--- src/rtl/seq_alu_pkg.sv ---
`default_nettype none
// ============================================================================
// seq_alu_pkg : ctrl codes, FSM state type and op-class helper for seq_alu.
// Option: SEQ_ALU_DIV_EN marks CTRL_DIVU as an iterative op.  Rev 1.0
// ============================================================================
package seq_alu_pkg;

    localparam logic [3:0] CTRL_AND  = 4'b0000;
    localparam logic [3:0] CTRL_OR   = 4'b0001;
    localparam logic [3:0] CTRL_ADD  = 4'b0010;
    localparam logic [3:0] CTRL_SUB  = 4'b0110;
    localparam logic [3:0] CTRL_SLT  = 4'b0111;
    localparam logic [3:0] CTRL_MUL  = 4'b1000;
    localparam logic [3:0] CTRL_DIVU = 4'b1010;
    localparam logic [3:0] CTRL_NOR  = 4'b1100;
    localparam logic [3:0] CTRL_NAND = 4'b1101;

    typedef enum logic [1:0] {
        IDLE = 2'd0,
        MUL  = 2'd1,
        DIV  = 2'd2,
        DONE = 2'd3
    } state_t;

    function automatic logic is_iterative(input logic [3:0] ctrl);
`ifdef SEQ_ALU_DIV_EN
        return (ctrl == CTRL_MUL) || (ctrl == CTRL_DIVU);
`else
        return (ctrl == CTRL_MUL);
`endif
    endfunction

endpackage
`default_nettype wire

--- src/rtl/seq_alu_logic.sv ---
`default_nettype none
// ============================================================================
// seq_alu_logic : combinational single-cycle datapath (logic, add, sub, slt).
// Rev 1.0
// ============================================================================
module seq_alu_logic
    import seq_alu_pkg::*;
#(
    parameter int WIDTH = 32
) (
    input  logic [WIDTH-1:0] a_i,
    input  logic [WIDTH-1:0] b_i,
    input  logic [3:0]       ctrl_i,
    output logic [WIDTH-1:0] result_o,
    output logic             overflow_o
);

    logic [WIDTH-1:0] sum_add;
    logic [WIDTH-1:0] sum_sub;
    logic             ovf_add;
    logic             ovf_sub;
    logic             slt;

    assign sum_add = a_i + b_i;
    assign sum_sub = a_i + ~b_i + {{(WIDTH-1){1'b0}}, 1'b1};

    // For SUB the effective B sign is inverted, so "same sign" becomes "differ".
    assign ovf_add = (a_i[WIDTH-1] == b_i[WIDTH-1]) && (sum_add[WIDTH-1] != a_i[WIDTH-1]);
    assign ovf_sub = (a_i[WIDTH-1] != b_i[WIDTH-1]) && (sum_sub[WIDTH-1] != a_i[WIDTH-1]);
    assign slt     = sum_sub[WIDTH-1] ^ ovf_sub;

    always_comb begin
        result_o   = '0;
        overflow_o = 1'b0;
        case (ctrl_i)
            CTRL_AND:  result_o = a_i & b_i;
            CTRL_OR:   result_o = a_i | b_i;
            CTRL_ADD: begin
                result_o   = sum_add;
                overflow_o = ovf_add;
            end
            CTRL_SUB: begin
                result_o   = sum_sub;
                overflow_o = ovf_sub;
            end
            CTRL_SLT:  result_o = {{(WIDTH-1){1'b0}}, slt};
            CTRL_NOR:  result_o = ~(a_i | b_i);
            CTRL_NAND: result_o = ~(a_i & b_i);
            default:   result_o = '0;
        endcase
    end

endmodule
`default_nettype wire

--- src/rtl/seq_alu.sv ---
`default_nettype none
// ============================================================================
// seq_alu : handshaked ALU with iterative shift-add multiplier.
// Option: SEQ_ALU_DIV_EN adds a restoring unsigned divider (ctrl 1010). Rev 1.0
// ============================================================================
module seq_alu
    import seq_alu_pkg::*;
#(
    parameter int WIDTH = 32
) (
    input  logic             clk_i,
    input  logic             rst_i,
    input  logic             valid_i,
    output logic             ready_o,
    input  logic [WIDTH-1:0] src1_i,
    input  logic [WIDTH-1:0] src2_i,
    input  logic [3:0]       ctrl_i,
    output logic             valid_o,
    input  logic             ready_i,
    output logic [WIDTH-1:0] result_o,
    output logic [WIDTH-1:0] result_hi_o,
    output logic             zero_o,
    output logic             overflow_o
);

    localparam int CNT_W = $clog2(WIDTH) + 1;

    state_t             state_q;
    logic [2*WIDTH-1:0] prod_q;
    logic [WIDTH-1:0]   opb_q;
    logic [CNT_W-1:0]   cnt_q;
    logic [WIDTH-1:0]   result_q;
    logic [WIDTH-1:0]   result_hi_q;
    logic               valid_q;
    logic               overflow_q;

    logic               accept;
    logic [WIDTH-1:0]   alu_result;
    logic               alu_ovf;
    logic [WIDTH:0]     mul_sum;
    logic [2*WIDTH-1:0] mul_d;

    seq_alu_logic #(.WIDTH(WIDTH)) u_logic (
        .a_i        (src1_i),
        .b_i        (src2_i),
        .ctrl_i     (ctrl_i),
        .result_o   (alu_result),
        .overflow_o (alu_ovf)
    );

    assign accept = valid_i && ready_o;

    // Upper half accumulates B (carry kept) before the whole product shifts right.
    assign mul_sum = {1'b0, prod_q[2*WIDTH-1:WIDTH]} + (prod_q[0] ? {1'b0, opb_q} : '0);
    assign mul_d   = {mul_sum, prod_q[WIDTH-1:1]};

`ifdef SEQ_ALU_DIV_EN
    // Upper half holds the partial remainder, lower half shifts dividend out / quotient in.
    logic [WIDTH:0]     div_rem_sh;
    logic [WIDTH:0]     div_diff;
    logic               div_ge;
    logic [2*WIDTH-1:0] div_d;

    assign div_rem_sh = {prod_q[2*WIDTH-1:WIDTH], prod_q[WIDTH-1]};
    assign div_diff   = div_rem_sh - {1'b0, opb_q};
    assign div_ge     = !div_diff[WIDTH];
    assign div_d      = {div_ge ? div_diff[WIDTH-1:0] : div_rem_sh[WIDTH-1:0],
                         prod_q[WIDTH-2:0], div_ge};
`endif

    always_ff @(posedge clk_i or posedge rst_i) begin
        if (rst_i) begin
            state_q     <= IDLE;
            prod_q      <= '0;
            opb_q       <= '0;
            cnt_q       <= '0;
            result_q    <= '0;
            result_hi_q <= '0;
            valid_q     <= 1'b0;
            overflow_q  <= 1'b0;
        end else begin
            case (state_q)
                IDLE: begin
                    if (accept) begin
                        if (is_iterative(ctrl_i)) begin
`ifdef SEQ_ALU_DIV_EN
                            if (ctrl_i == CTRL_DIVU) begin
                                if (src2_i == '0) begin
                                    result_q    <= '1;
                                    result_hi_q <= src1_i;
                                    overflow_q  <= 1'b0;
                                    valid_q     <= 1'b1;
                                    state_q     <= DONE;
                                end else begin
                                    prod_q  <= {{WIDTH{1'b0}}, src1_i};
                                    opb_q   <= src2_i;
                                    cnt_q   <= CNT_W'(WIDTH);
                                    state_q <= DIV;
                                end
                            end else
`endif
                            begin
                                prod_q  <= {{WIDTH{1'b0}}, src1_i};
                                opb_q   <= src2_i;
                                cnt_q   <= CNT_W'(WIDTH);
                                state_q <= MUL;
                            end
                        end else begin
                            result_q    <= alu_result;
                            result_hi_q <= '0;
                            overflow_q  <= alu_ovf;
                            valid_q     <= 1'b1;
                            state_q     <= DONE;
                        end
                    end
                end
                MUL: begin
                    prod_q <= mul_d;
                    cnt_q  <= cnt_q - 1'b1;
                    if (cnt_q == CNT_W'(1)) begin
                        result_q    <= mul_d[WIDTH-1:0];
                        result_hi_q <= mul_d[2*WIDTH-1:WIDTH];
                        overflow_q  <= 1'b0;
                        valid_q     <= 1'b1;
                        state_q     <= DONE;
                    end
                end
`ifdef SEQ_ALU_DIV_EN
                DIV: begin
                    prod_q <= div_d;
                    cnt_q  <= cnt_q - 1'b1;
                    if (cnt_q == CNT_W'(1)) begin
                        result_q    <= div_d[WIDTH-1:0];
                        result_hi_q <= div_d[2*WIDTH-1:WIDTH];
                        overflow_q  <= 1'b0;
                        valid_q     <= 1'b1;
                        state_q     <= DONE;
                    end
                end
`endif
                DONE: begin
                    if (ready_i) begin
                        valid_q <= 1'b0;
                        state_q <= IDLE;
                    end
                end
                default: begin
                    valid_q <= 1'b0;
                    state_q <= IDLE;
                end
            endcase
        end
    end

    assign ready_o     = (state_q == IDLE) && !rst_i;
    assign valid_o     = valid_q;
    assign result_o    = result_q;
    assign result_hi_o = result_hi_q;
    assign overflow_o  = overflow_q;
    assign zero_o      = valid_q && (result_q == '0);

endmodule
`default_nettype wire

--- config.mk ---
export PLATFORM = sky130hd
export DESIGN_NAME = seq_alu
export DESIGN_NICKNAME = d
export VERILOG_FILES = /design/src/rtl/seq_alu_pkg.sv /design/src/rtl/seq_alu_logic.sv /design/src/rtl/seq_alu.sv
export SDC_FILE = /design/constraint.sdc
export NUM_CORES = 1
export LEC_CHECK = 0
export ABC_AREA = 1
export BUFFER_PORTS_ARGS = -buffer_cell sky130_fd_sc_hd__buf_2
export CORE_ASPECT_RATIO = 1.25
export CORE_MARGIN = 2
export CORE_UTILIZATION = 50
export CTS_CLUSTER_DIAMETER = 30
export DETAILED_ROUTE_END_ITERATION = 7
export PLACE_DENSITY_LB_ADDON = 0.2
export SLEW_MARGIN = 0
export SYNTH_ARGS = -nofsm -noshare
export SYNTH_HDL_FRONTEND = slang
export SYNTH_SLANG_ARGS = --single-unit
--- constraint.sdc ---
create_clock -name clk_i -period 9.35 [get_ports clk_i]
set_clock_uncertainty 0.2 [all_clocks]
set_input_delay 0.935 -clock clk_i [delete_from_list [all_inputs] [get_ports clk_i]]
set_output_delay 0.935 -clock clk_i [all_outputs]
set_load 0.01 [all_outputs]
# Word-level counts from Yosys, hierarchy flattened

Index checks and enable logic that the tools add are counted.

Register bits: 170
Latch bits: 0
Memory bits (writable): 0
Bits in read-only memories: 0
Bits of input ports: 72
Output and inout port bits: 68
Logic and storage cells: 84
Memories kept: 0

Add/subtract/negate cells: 5
Multiply operators: 0
Divide/modulo/power cells: 0
$lt $le $gt $ge: 0
Eq/ne operators: 19
Shift operators: 0
Mux-type cells: 31
Bitwise logic cells: 6
Reduce and logical (&&, ||, !) cells: 15

Operators with widths:

| operator                                          | number |
|---|---|
| two-way mux 32 bit                                | 7 |
| one-hot mux 32 bit (7 select lines)               | 1 |
| two-way mux 64 bit                                | 2 |
| one-hot mux 32 bit (2 select lines)               | 2 |
| one-hot mux 64 bit (2 select lines)               | 1 |
| NOT 32 bit                                        | 3 |
| adder 32 bit                                      | 2 |
| adder 32 x 32 -> 33 bit                           | 1 |
| adder 32 x 1 -> 32 bit (second input constant)    | 1 |
| bitwise AND 32 bit                                | 1 |
| logical NOT 32 bit                                | 1 |
| OR 32 bit                                         | 1 |
| == test 4 bit (second input constant)             | 3 |
| two-way mux 6 bit                                 | 2 |
| one-hot mux 6 bit (2 select lines)                | 1 |
| inequality test 2 bit (second input constant)     | 5 |
| AND reduction 3 bit                               | 3 |
| == test 4 x 3 -> 1 bit (second input constant)    | 2 |
| two-way mux 2 bit                                 | 4 |
| AND reduction 4 bit                               | 2 |
| two-way mux 1 bit                                 | 7 |
| == test 6 x 1 -> 1 bit (second input constant)    | 1 |
| one-hot mux 2 bit (3 select lines)                | 1 |
| subtractor 6 x 1 -> 6 bit (second input constant) | 1 |
| other kinds (14)                                  | 21 |

# Depth between registers and ports, before layout

Gate-level depths: netlist of run 1.

Depth in word-level cells: 10
Depth in mapped cells: 19
Gate-level depth less buffers: 18

# By module

From an unflattened synthesis of run 1, not the netlist that was laid out.

Cell total of the unflattened synthesis: 2648
Area total of the unflattened synthesis: 16095.4 um^2

Modules (own cells, without submodules):

| module        | times used | cells each | area an instance (um^2) | sequential area each (um^2) |
|---|---|---|---|---|
| seq_alu       | 1          | 1350       | 9495.4                  | 4254.1 |
| seq_alu_logic | 1          | 1298       | 6600.1                  | 0.0 |

# Least setup slack after synthesis of run 1

No wires, ideal clock.

Path type: input -> register
Start: in src2_i[18]
End: reg result_q[31] (netlist: result_o[31])
Library setup time: 0.077 ns
Arrival time: 3.231 ns
Data required time: 9.073 ns
Setup slack: 5.842 ns
Stages: 15
Buffers on the path: 1
Path through: inv_1 ha_1 clkbuf_1 o21ai_0 a21oi_1 nand2_1 a21oi_1 nand2_1 a211oi_1 fa_1 o22ai_1 a211oi_1 nand3_1 nand2_1 a21oi_1

Longest elaborated chain between the ends: 7
Elaborated cells between the ends (all ways): 8
Classes of those cells: add/sub (3); mux (4); bitwise (1)

Ends and longest elaborated chain:

| what                                  | RTL line            | source |
|---|---|---|
| start, declared                       | seq_alu.sv:16       | `input logic [WIDTH-1:0] src2_i,` |
| NOT 32 bit                            | seq_alu_logic.sv:25 | `assign sum_sub = a_i + ~b_i + {{(WIDTH-1){1'b0}}, 1'b1};` |
| adder 32 bit                          | seq_alu_logic.sv:25 |  |
| adder 32 x 1 -> 32 bit                | seq_alu_logic.sv:25 |  |
| one-hot mux 32 bit (7 select lines) * | seq_alu_logic.sv:35 | `case (ctrl_i)` |
| two-way mux 32 bit *                  | seq_alu.sv:85       | `if (is_iterative(ctrl_i)) begin` |
| two-way mux 32 bit *                  | seq_alu.sv:84       | `if (accept) begin` |
| one-hot mux 32 bit (2 select lines) * | seq_alu.sv:82       | `case (state_q)` |
| end signal, assigned                  | seq_alu.sv:109      | `result_q <= alu_result;` |
| end signal, assigned                  | seq_alu.sv:121      | `result_q <= mul_d[WIDTH-1:0];` |
| end, declared                         | seq_alu.sv:32       | `logic [WIDTH-1:0] result_q;` |

Every way passes the cells marked *; elsewhere a longest branch is shown, timed or not. The select of a mux whose other input is x is not followed.
A chain may end at the register's enable or synchronous reset.

# Worst setup path in the final report of run 1

Start: reg result_q[18] (netlist: result_o[18])
End: out zero_o

Longest elaborated chain between the ends: 2

Ends and longest elaborated chain:

| what               | RTL line       | source |
|---|---|---|
| logical NOT 32 bit | seq_alu.sv:160 | `assign zero_o = valid_q && (result_q == '0);` |
| logical AND 1 bit  | seq_alu.sv:160 |  |
| end, declared      | seq_alu.sv:22  | `output logic zero_o,` |

No other way between the ends.

==> impl_metrics.py, run 1 <==
metrics = {
    "critical_path": {
        "crit_arrival_ns": 2.83,
        "cp_max_fo": 3,
        "worst-r2r-setup-slack_ns": 5.63,
        "r2r-start": "prod_q[0]",
        "end_kind": "output pin",
        "crit_path_start": "result_o[18]",
        "start_kind": "register",
        "cp.required_ns": 8.22,
        "critical_path_class": "register to output pin",
    },
    "clock_network": {
        "cts_resized": 0,
        "cts_setup_buffers": 0,
        "tritoncts": "yes",
        "cts_sinks": 170,
        "clkLatencyLatePin_ns": 0.47,
        "clockRootBuffer": "clkbuf_16",
        "hold_buffers": 0,
        "h-tree-depth": 4,
        "numCtsBuffers": 17,
        "clockBufferDepth": 2,
        "clk_pin_slew_worst_paths_ns": 0.08,
    },
    "placement": {
        "dp_slack_ns": 5.23,
        "port_buffers": 139,
        "dp_hpwl_um": 48900,
        "gp_congestion": 1.05,
    },
    "drt": {
        "drtAntennaViolNets": 0,
        "route.vias.total": 17300,
        "initialDrtViolationCount": 1664,
        "drt-total-wl_um": 61800,
        "drc": 1,
        "vias_per_cell": 5.78,
        "wire_per_inst_um": 20.7,
        "first_pass_iters": 8,
    },
    "global_route": {
        "grt_first_pass_wirelength_um": 95000,
        "grt.total_usage_pct": 38.2,
        "grt_overflow": 0,
        "antenna_found_initial": 4,
        "grt_pass1_vias": 16900,
        "grt_max_degree": 65,
    },
    "power_and_ir_drop": {
        "p_leak_uw": 0.00953,
        "vdd_drop_max_uv": 163,
        "powerDensity_nw_per_um2": 230,
    },
    "outcome": {
        "outcome": "finished, violations left",
        "violations": "design-rule violations",
    },
    "synthesis": {
        "yosys_warnings": 0,
        "syn_avg_cell_area_sq_um": 6.24,
        "syn_inst": 2490,
        "async_reset_ff_share_pct": 100,
        "synth-seq-cells": 170,
        "synth.distinct_cells": 38,
        "syn_nets": 2703,
        "synth_edf_count": 0,
        "syn-cell-area_sq_um": 15500,
        "dominantRegCellSynth": "dfrtp_1",
        "yosysSeqAreaShare_pct": 27.4,
    },
    "hold_path": {
        "hp-class": "register to register",
        "hp-start": "result_hi_o[17]",
    },
    "timing": {
        "finalMaxSlewViolations": 0,
        "max-slew-margin-rel_pct": 26.0,
        "setup_tns_ns": 0,
        "setup_viol": 0,
        "finalWorstPathRequiredPeriod_ns": 3.96,
        "period_share_pct": 42.4,
        "rsz0062_at_grt": "no",
        "setup_slack_ns": 5.39,
        "max_freq_mhz": 252,
        "worst_pin_slew_ns": 1.11,
        "hold_violations": 0,
    },
    "die": {
        "die_w_um": 162,
        "dieArea_sq_um": 32500,
        "initial_core_util_pct": 50.5,
        "die_h_um": 201,
        "io_pins": 140,
        "num_rows": 72,
        "core-area_sq_um": 30800,
    },
    "layout": {
        "nNetsFinal": 2780,
        "drive_gt1_share_pct": 7.64,
        "final_common_cell": "nand2_1",
        "final_cell_mix": "nand2_1 (786), inv_1 (377), nor2_1 (216)",
        "syn_to_final_growth_pct": 10.3,
        "fillCellCount": 3240,
    },
    "run": {
        "drv_cap": 0,
    },
}
==> Yosys cell counts, types with 28 or more instances <==
| library cell | count | area, sq um |
|---|---|---|
| clkbuf_1 | 71 | 267 |
| o311ai_0 | 28 | 245 |
| a21oi_1 | 141 | 706 |
| nand3_1 | 185 | 926 |
| ha_1 | 137 | 1710 |
| a211oi_1 | 28 | 210 |
| dfrtp_1 | 170 | 4250 |
| nand2_1 | 788 | 2960 |
| inv_1 | 379 | 1420 |
| o21ai_0 | 133 | 666 |
| nor2_1 | 218 | 818 |
| nand4_1 | 32 | 200 |
==> report_power, final <==
group	total (uW)	switching, uW	internal (uW)	leakage, uW
clock	781	370	411	0.000306
sequential	1330	284	1050	0.00221
combinational	1840	1270	575	0.00701
==> sequential cells by signal (all words and copies together) (netlist names) <==
name	cells
cnt_q	6
overflow_o	1
valid_o	1
state_q	2
opb_q	32
prod_q	64
result_o	32
result_hi_o	32
==> layout make-up <==
cell class                      instances  area, sq um  share of cell area (%)
Antenna cell                            4         10.0                  0.0584
Clock buffer                           17          425                    2.48
Clock inverter                         15          204                    1.19
Inverter                              380         1430                    8.35
Multi-Input combinational cell       1847         9530                    55.6
Sequential cell                       170         4250                    24.8
Tap cell                              407          509                    2.97
Timing Repair Buffer                  151          786                    4.58
==> final timing paths <==
path                                    to  cells after the start
min in group asynchronous        prod_q[4]                      2
hold reg to reg            result_hi_o[17]                      2
setup reg to reg           result_hi_o[28]                     13
setup / recovery                    zero_o                      6
hold / removal             result_hi_o[17]                      2
max in group asynchronous     result_o[23]                      3
==> metrics by stage <==
step                      power [uW]  hold WS [ns]  area, sq um  utilization [%]  cells
final                           3950         0.279        17100             55.6   2991
after global routing            4220         0.308        17100             55.6   2991
after CTS                       3920         0.285        17100             55.6   2987
after detailed placement        3140         0.268        16500             53.6   2955
after global placement          3110         0.261        16500             53.6   2955
after floorplan                 2450         0.248        15500                -   2490
==> kinds of logic after synthesis <==
logic type / Yosys count / share of synthesized area, %
flops: 170 / 27.4
fa+ha+maj: 141 / 11.5
buf+inv: 473 / 11.5
compound gates: 423 / 15.7
simple gates: 1283 / 33.8
==> routing by layer <==
layer  up-vias  track usage [%]  wire [um]
met2       801             63.9      29000
met3       179             5.73       4710
met5         -                0          0
met1      8129             47.6      24700
li1       8193                -          -
met4         0             20.1       3400
==> worst max-delay path, cell delays in order (launching register included) <==
cell,delay (ns)
dfrtp_1,0.42
nor4_1,0.77
nand2_1,0.10
nor3_1,0.25
nand4_1,0.32
nor4_1,0.31
buf_2,0.19
Power figures use the tool's default switching activity.
==> run 2, diff against run 1 <==
Clock period 9.35 ns to 4.2 ns, I/O delays scaled along.
==> run 2 against run 1 <==
  * Final cell count rose by 0.17%
  * Design area increased by 0.34%
  * Sequential share of layout area decreased by 0.083 points
  * Critical path type unchanged
  * Clock power increased by 120%
  * Sequential power increased by 120%
  * The run now ends clean
  * Register-to-register slack worse by 4.7 ns
  * Combinational power is 130% higher
  * First-iteration DRC count increased by 9.3%
  * Global-route usage is 1.2 points lower
==> impl_metrics.py, run 2 (synthesis results as in run 1) <==
metrics = {
    "critical_path": {
        "reg2reg_depth": 11,
        "timing.rr.end": "result_hi_o[20]",
        "r2r-start": "prod_q[0]",
        "crit_end": "zero_o",
        "end_kind": "output pin",
        "crit_path_start": "result_o[18]",
        "crit_arrival_ns": 2.66,
        "critical_path_class": "register to output pin",
        "cp_max_fo": 3,
        "worst-r2r-setup-slack_ns": 0.93,
        "cp.required_ns": 3.58,
        "start_kind": "register",
    },
    "drt": {
        "initialDrtViolationCount": 1818,
        "first_pass_iters": 8,
        "drtAntennaViolNets": 0,
        "route.vias.total": 17200,
        "wire_per_inst_um": 20.4,
        "vias_per_cell": 5.76,
        "drc": 0,
        "drt-total-wl_um": 61300,
    },
    "global_route": {
        "grt_pass1_vias": 16400,
        "antenna_found_initial": 1,
        "grt_first_pass_wirelength_um": 91900,
        "grt.total_usage_pct": 37.0,
        "grt_overflow": 0,
        "grt_max_degree": 96,
    },
    "timing": {
        "max-slew-margin-rel_pct": 33.1,
        "finalWorstPathRequiredPeriod_ns": 3.28,
        "setup_viol": 0,
        "worst_pin_slew_ns": 1.00,
        "rsz0062_at_grt": "no",
        "setup_tns_ns": 0,
        "finalMaxSlewViolations": 0,
        "whs_ns": 0.0594,
        "period_share_pct": 78.2,
        "hold_violations": 0,
        "max_freq_mhz": 305,
    },
    "layout": {
        "final_cell_mix": "nand2_1 (787), inv_1 (377), nor2_1 (216)",
        "largest_register": "prod_q",
        "fin_area_sq_um": 17200,
        "syn_to_final_growth_pct": 10.6,
        "nNetsFinal": 2788,
        "drive_gt1_share_pct": 7.81,
        "largest_reg_flops": 64,
        "final_common_cell": "nand2_1",
    },
    "outcome": {
        "outcome": "complete, no violations",
    },
    "power_and_ir_drop": {
        "powerDensity_nw_per_um2": 513,
        "p_leak_uw": 0.00957,
        "vdd_drop_max_uv": 331,
    },
    "die": {
        "dieArea_sq_um": 32500,
        "die_w_um": 162,
        "initial_core_util_pct": 50.5,
        "num_rows": 72,
        "die_h_um": 201,
        "core-area_sq_um": 30800,
        "io_pins": 140,
    },
    "clock_network": {
        "hold_buffers": 1,
        "clockBufferDepth": 2,
        "clk_pin_slew_worst_paths_ns": 0.07,
        "numCtsBuffers": 17,
        "tritoncts": "yes",
        "cts_setup_buffers": 0,
        "clkLatencyLatePin_ns": 0.46,
        "h-tree-depth": 4,
        "clockRootBuffer": "clkbuf_16",
        "cts_sinks": 170,
        "cts_resized": 0,
    },
    "run": {
        "drv_cap": 0,
    },
    "placement": {
        "place_area_sq_um": 16600,
        "gp_congestion": 1.00,
        "port_buffers": 139,
        "dp_hpwl_um": 48000,
    },
    "hold_path": {
        "hp-class": "primary input to register",
    },
}
==> run 2: cell types whose count changed in the layout (fill, tap and decap cells not counted), sizes merged <==
cell         previous run  this run
clkinv                  5         2
bufinv                  2         3
clkbuf                 17        19
inv                   387       386
dlygate4sd3             0         1
clkinvlp                1         2
buf                   151       158
diode                   4         1
==> run 2: metal layers <==
metal  global-route usage, %  wire length [um]  vias up
met4                    18.3              3140        0
li1                        -                 -     8201
met3                    5.50              5000      157
met1                    46.3             24200     8071
met2                    62.3             28900      820
met5                       0                 0        -
==> run 2: metrics by stage <==
step,util [%],setup slack (ns),total power (uW),instances
after global routing,55.8,0.735,9400,2996
after detailed placement,53.8,0.701,7010,2962
after global placement,53.8,0.738,6920,2962
after floorplan,-,1.21,5460,2490
final,55.8,0.918,8820,2996
after CTS,55.8,0.909,8760,2995
==> run 2: final cells by class <==
class | instances | area [sq um]
clock inverters | 13 | 180
well taps | 407 | 509
repair buffers | 159 | 861
fillers | 3200 | 13600
clock buffers | 19 | 443
diodes | 1 | 2.50
inverters | 380 | 1430
multi-input cells | 1847 | 9520
flip-flops and latches | 170 | 4250
==> run 2: worst min-delay path by stage <==
stage / start / end / slack [ns] / cells after the start
2_1_floorplan: prod_q[32] / prod_q[32] / 0.25 / 2
3_3_place_gp: result_hi_o[28] / result_hi_o[28] / 0.26 / 2
3_5_place_dp: result_hi_o[24] / result_hi_o[24] / 0.27 / 2
4_1_cts: src1_i[5] / prod_q[5] / 0.05 / 3
5_1_grt: src1_i[5] / prod_q[5] / 0.07 / 3
6_report: src1_i[5] / prod_q[5] / 0.06 / 3
==> run 2: where the power goes <==
group	leakage [uW]	total [uW]	internal, uW	switching [uW]
clock	0.000305	1740	972	764
combinational	0.00705	4150	1300	2860
sequential	0.00221	2930	2330	603
total	0.00957	8820	4600	4220
==> run 2: worst max-delay path, stage by stage (launching register included) <==
cell     delay, ns
dfrtp_1       0.43
nor4_1        0.68
nand2_1       0.11
nor3_1        0.23
nand4_1       0.32
nor4_1        0.26
buf_2         0.18
